--- config.mk ---
export PLATFORM = sky130hd
export DESIGN_NAME = fsm_key_driver
export DESIGN_NICKNAME = d
export VERILOG_FILES = /design/src/rtl/fsm_key_driver_pkg.sv /design/src/rtl/fsm_shadow_model.sv /design/src/rtl/fsm_key_driver.sv
export SDC_FILE = /design/constraint.sdc
export NUM_CORES = 1
export LEC_CHECK = 0
export CAP_MARGIN = 20
export CORE_AREA = 2 2 39 41
export CTS_BUF_LIST = sky130_fd_sc_hd__clkbuf_16
export CTS_CLUSTER_SIZE = 28
export DETAILED_ROUTE_END_ITERATION = 8
export DIE_AREA = 0 0 41 43
export DONT_BUFFER_PORTS = 1
export PLACE_DENSITY = 0.48
export SLEW_MARGIN = 25
export SYNTH_ARGS = -nofsm -noshare
export SYNTH_HDL_FRONTEND = slang
export SYNTH_SLANG_ARGS = --single-unit
--- constraint.sdc ---
create_clock -name clk -period 1.6 [get_ports clk]
set_input_delay 0.16 -clock clk [delete_from_list [all_inputs] [get_ports clk]]
set_output_delay 0.16 -clock clk [all_outputs]
set_load 0.005 [all_outputs]
--- src/rtl/fsm_key_driver_pkg.sv ---
// Shared constants and state encodings for the key driver and its shadow model.
package fsm_key_driver_pkg;

   localparam int               DEFAULT_KEY_W = 5;
   localparam logic [4:0]       DEFAULT_KEY   = 5'b10001;

   typedef enum logic {
      ST_KEY  = 1'b0,
      ST_PASS = 1'b1
   } ctrl_state_e;

   typedef enum logic [2:0] {
      S0 = 3'd0,
      S1 = 3'd1,
      S2 = 3'd2,
      S3 = 3'd3,
      S4 = 3'd4
   } shadow_state_e;

endpackage

--- src/rtl/fsm_shadow_model.sv ---
// Lock-step functional model of the protected machine; predicts its registered out.
module fsm_shadow_model
   import fsm_key_driver_pkg::*;
(
   input  logic clk,
   input  logic rst_n,
   input  logic init,
   input  logic step,
   input  logic data_in,
   output logic exp_out
);

   shadow_state_e state, state_next;
   logic          exp_next;

   always_comb begin
      // NOTE: every output gets a default first, so no path leaves it unassigned and no latch is inferred.
      state_next = state;
      exp_next   = exp_out;
      if (init) begin
         state_next = S0;
         exp_next   = 1'b0;
      end else if (step) begin
         exp_next = 1'b0;
         case (state)
            S0:      state_next = data_in ? S2 : S1;
            S1:      state_next = data_in ? S2 : S3;
            S2:      state_next = data_in ? S4 : S3;
            S3:      state_next = S4;
            S4: begin
               state_next = data_in ? S0 : S1;
               exp_next   = data_in;
            end
            default: state_next = S0;
         endcase
      end
   end

   always_ff @(posedge clk or negedge rst_n) begin
      // NOTE: non-blocking assignments so every flop samples pre-edge values regardless of block order.
      if (!rst_n) begin
         state   <= S0;
         exp_out <= 1'b0;
      end else begin
         state   <= state_next;
         exp_out <= exp_next;
      end
   end

endmodule

--- src/rtl/fsm_key_driver.sv ---
// Serially plays the unlock key into a locked FSM, then passes user data through
// and flags any divergence between the FSM's output and the shadow prediction.
module fsm_key_driver
   import fsm_key_driver_pkg::*;
#(
   parameter int               KEY_W = DEFAULT_KEY_W,
   parameter logic [KEY_W-1:0] KEY   = DEFAULT_KEY
)(
   input  logic       clk,
   input  logic       rst_n,
   input  logic       data_in,
   input  logic       fsm_out,
   output logic       x_out,
   output logic       unlocked,
   output logic [2:0] key_cnt,
   output logic       exp_out,
   output logic       mismatch
);

   ctrl_state_e      state, state_next;
   logic [2:0]       cnt_next;
   logic             last_key_bit;
   logic [KEY_W-1:0] key_shifted;

   assign last_key_bit = (key_cnt == 3'(KEY_W - 1));
   // Shifting left by the count brings the next key bit to the MSB, so reset yields KEY[KEY_W-1].
   assign key_shifted  = KEY << key_cnt;
   assign unlocked     = (state == ST_PASS);

   always_comb begin
      state_next = state;
      cnt_next   = key_cnt;
      x_out      = data_in;
      unique case (state)
         ST_KEY: begin
            x_out    = key_shifted[KEY_W-1];
            cnt_next = key_cnt + 3'd1;
            if (last_key_bit) state_next = ST_PASS;
         end
         ST_PASS: x_out = data_in;
      endcase
   end

   always_ff @(posedge clk or negedge rst_n) begin
      if (!rst_n) begin
         state    <= ST_KEY;
         key_cnt  <= 3'd0;
         mismatch <= 1'b0;
      end else begin
         state   <= state_next;
         key_cnt <= cnt_next;
         if (unlocked && (fsm_out != exp_out)) mismatch <= 1'b1;
      end
   end

   fsm_shadow_model u_shadow (
      .clk     (clk),
      .rst_n   (rst_n),
      .init    ((state == ST_KEY) && last_key_bit),
      .step    (unlocked),
      .data_in (data_in),
      .exp_out (exp_out)
   );

endmodule
==> qor.log <==
[status] result of the run completed
[logic_synthesis] cells taking the most area after synthesis sky130_fd_sc_hd__dfrtp_1 (51%), sky130_fd_sc_hd__ha_1 (8.5%), sky130_fd_sc_hd__mux2_2 (5.1%), sky130_fd_sc_hd__xnor2_1 (3.9%), sky130_fd_sc_hd__and4bb_2 (2.8%)
[floorplanning] floorplan die area 1760 um^2
[floorplanning] Die Y-Extent 43 um
[logic_synthesis] Seq/Total Area, Yosys 50.7%
[layout] Final Non-Filler Cells 55
[floorplanning] Initial Utilization 32.1%
[global_routing] initial antenna violation count 0
[pwr] leakage component of the power 0.000232 uW
[sta] RSZ-0062 raised after global routing no
[logic_synthesis] post-synthesis cell type with the largest combined area sky130_fd_sc_hd__dfrtp_1
[floorplanning] num ports 11
[cts] number of buffers on the longest clock path 2
[critical_path] maximum net fanout on the critical path 4
[logic_synthesis] portion of netlist area occupied by mux cells 7.32%
[logic_synthesis] Cells after Synth 35
[sta] final-report hold violation count 0
[cts] post_cts resized 0
[logic_synthesis] count of different cell masters after synthesis 20
[floorplanning] standard cell core area 1380 um^2
[placement] number of I/O port buffers 0
[pwr] worst vdd ir 0.000729 V
[detailed_routing] violation count after the first detailed-route iteration 4
[cts] Skew-Pair Late Insertion Delay 0.23 ns
[critical_path] crit-path cells inv_1 -> ha_1 -> mux2_2
[sta] share of the cycle needed by the critical path after routing 85.5%
[sta] maximum operating frequency 731 MHz
[cts] CTS clk-pin slew, worst paths 0.04 ns
[layout] fraction of layout cells with a size suffix above 1 15.4%
[critical_path] worst setup path category reg2out
[logic_synthesis] combined area of all synthesized cells 444 um^2
[layout] number of antenna cells inserted 0
[cts] Num CTS Buffers 3
[placement] GP Congestion 0.602
[sta] Clock Skews 0.000206 ns
[detailed_routing] Top Metal Used met4
[detailed_routing] met3 wire length 58 um
[pwr] ratio of total power to cell area 1540 nW/um^2
[layout] Reg area 225 um^2
[cts] post-cts hold buffer count 1
[global_routing] pin count of the biggest net entering global routing 12
[layout] cell area after layout 542 um^2
[sta] Final min period 1.37 ns
[logic_synthesis] area share of fa/ha/maj cells after synthesis 10.7%
[placement] area after detailed placement 453 um^2
[job] MaxCap Viol Count 0
[layout] layout net count 47
[logic_synthesis] Synth Warn # 0
[floorplanning] die span in x 41 um
[critical_path] Data arrival, critical path 1.21 ns
[critical_path] Critical Path End Type primary output
[pwr] total power of the final layout 836 uW
[sta] Total Neg Setup Slack 0 ns
[logic_synthesis] mean instance size in the synthesized netlist 12.7 um^2
[placement] placed cells 50
[global_routing] remaining global-route overflow 0
[critical_path] highest cell delay on the worst timing path 0.41 ns
[global_routing] first-pass GRT wire length 1390 um
[critical_path] critical path launch point type flip-flop
[critical_path] depth of the worst register-to-register path 5
[hold_path] hold path depth 2
[detailed_routing] total wire length 765 um
[sta] pin slew with the least headroom to its limit 0.410 ns
[detailed_routing] average routed wire per standard cell 13.9 um
[sta] count of pins over their slew limit 0
[sta] relative slew slack 72.5%
[critical_path] total buffers and inverters traversed by the critical path 1
[critical_path] cell family contributing the most delay on the critical path flip-flops
[critical_path] Slowest cell on crit path sky130_fd_sc_hd__dfrtp_1
[logic_synthesis] compound-cell area share of the yosys netlist 11.8%
[detailed_routing] routed wire length on met2 397 um
[detailed_routing] vias per std cell 5.05
[critical_path] CP required 1.44 ns
[detailed_routing] length of routed wiring on met1 299 um
[critical_path] Worst path depth 3
[detailed_routing] number of routed nets with antenna violations 0
[layout] most common cell after layout, fill and taps aside sky130_fd_sc_hd__dfrtp_1
[cts] root buffer cell sky130_fd_sc_hd__clkbuf_16
[cts] number of H-tree levels 1
[logic_synthesis] Post-Synth XOR/XNOR Area 5.92%
[sta] count of endpoints failing setup in the final report 0
[layout] count of filler cells inserted in the layout 134
[detailed_routing] Residual DRC 0
[placement] hpwl dp 577 um
[global_routing] all-layer global routing usage 12.6%
[logic_synthesis] fraction of synthesized cell area taken by the top area cell type 50.7%
[hold_path] type of the tightest min-delay check in2reg
[logic_synthesis] number of storage elements in the synthesis netlist 9
[layout] synthesis-to-finish area growth 22.0%
[cts] number of sinks on the clock net 9
[sta] Hold WS 0.112 ns
[layout] leading cell types in the layout, fill and taps excluded sky130_fd_sc_hd__dfrtp_1 (9), sky130_fd_sc_hd__inv_1 (4), sky130_fd_sc_hd__ha_1 (3), sky130_fd_sc_hd__clkbuf_16 (3)
[floorplanning] floorplan row count 14
[logic_synthesis] main combinational cell family by area after synthesis compound AO/OA/AOI/OAI gates
[global_routing] via count of the first global-routing pass 302
[logic_synthesis] syn nets 42
[detailed_routing] Via Count 278
[cts] CTS tree done
[layout] area occupied by multi-input gates 196 um^2
[logic_synthesis] Synth Area in Simple Gates 8.45%
[detailed_routing] first-pass iteration count of the detailed router 4
[cts] number of buffers inserted by post-CTS setup repair 0
==> routing by layer <==
layer  GRT usage, %  up-vias
li1               -      131
met1           14.7      137
met2           16.9        8
met3           7.33        2
met4           8.00        0
met5              0        -
==> stage by stage <==
step | util (%) | setup slack (ns)
floorplan | - | 0.466
global placement | 32.7 | 0.324
detailed placement | 32.7 | 0.285
CTS | 39.2 | 0.211
global route | 39.2 | 0.100
finish | 39.2 | 0.231
==> final timing paths <==
check	start	end	slack [ns]
worst max-delay path	key_cnt[0]	x_out	0.23
worst min-delay path	data_in	u_shadow.state[0]	0.11
worst max register to register	key_cnt[0]	u_shadow.state[2]	0.25
worst min register to register	mismatch	mismatch	0.48
max in group asynchronous	rst_n	mismatch	1.01
min in group asynchronous	rst_n	key_cnt[0]	0.30
==> where the power goes <==
part	leakage (uW)	switching, uW	internal, uW
Sequential	0.000100	49.9	266
Clock	0.0000423	97.4	325
Combinational	0.0000893	33.7	63.8
==> area by class of cell <==
cell class / instances / area share (%)
flip-flops and latches: 9 / 41.6
multi-input cells: 22 / 36.3
clock buffers: 3 / 13.9
well taps: 16 / 3.70
inverters: 3 / 2.08
repair buffers: 1 / 1.85
clock inverters: 1 / 0.693
==> Yosys cell counts (all sizes together) <==
master	number
dfrtp	9
ha	3
inv	3
mux2	2
nand2b	2
xnor2	2
a21o	1
a21oi	1
a22o	1
a32o	1
and4bb	1
buf	1
maj3	1
mux2i	1
nor2b	1
o211ai	1
o21ai	1
o2bb2ai	1
or3	1
xor2	1
==> cells by family (layout without fill, tap and decap cells) <==
group / Yosys count / after routing
flip-flops: 9 / 9
multiplexers: 3 / 3
XOR/XNOR: 3 / 3
adder cells (fa/ha/maj): 4 / 4
AND/OR/NAND/NOR: 5 / 5
AO/OA/AOI/OAI: 7 / 7
buffers and inverters: 4 / 8
==> state kept, by name (all words and copies together), names as in the netlist <==
register,count
u_shadow.exp_out,1
mismatch,1
u_shadow.state,3
unlocked,1
key_cnt,3
(Power assumes the default switching activity.)
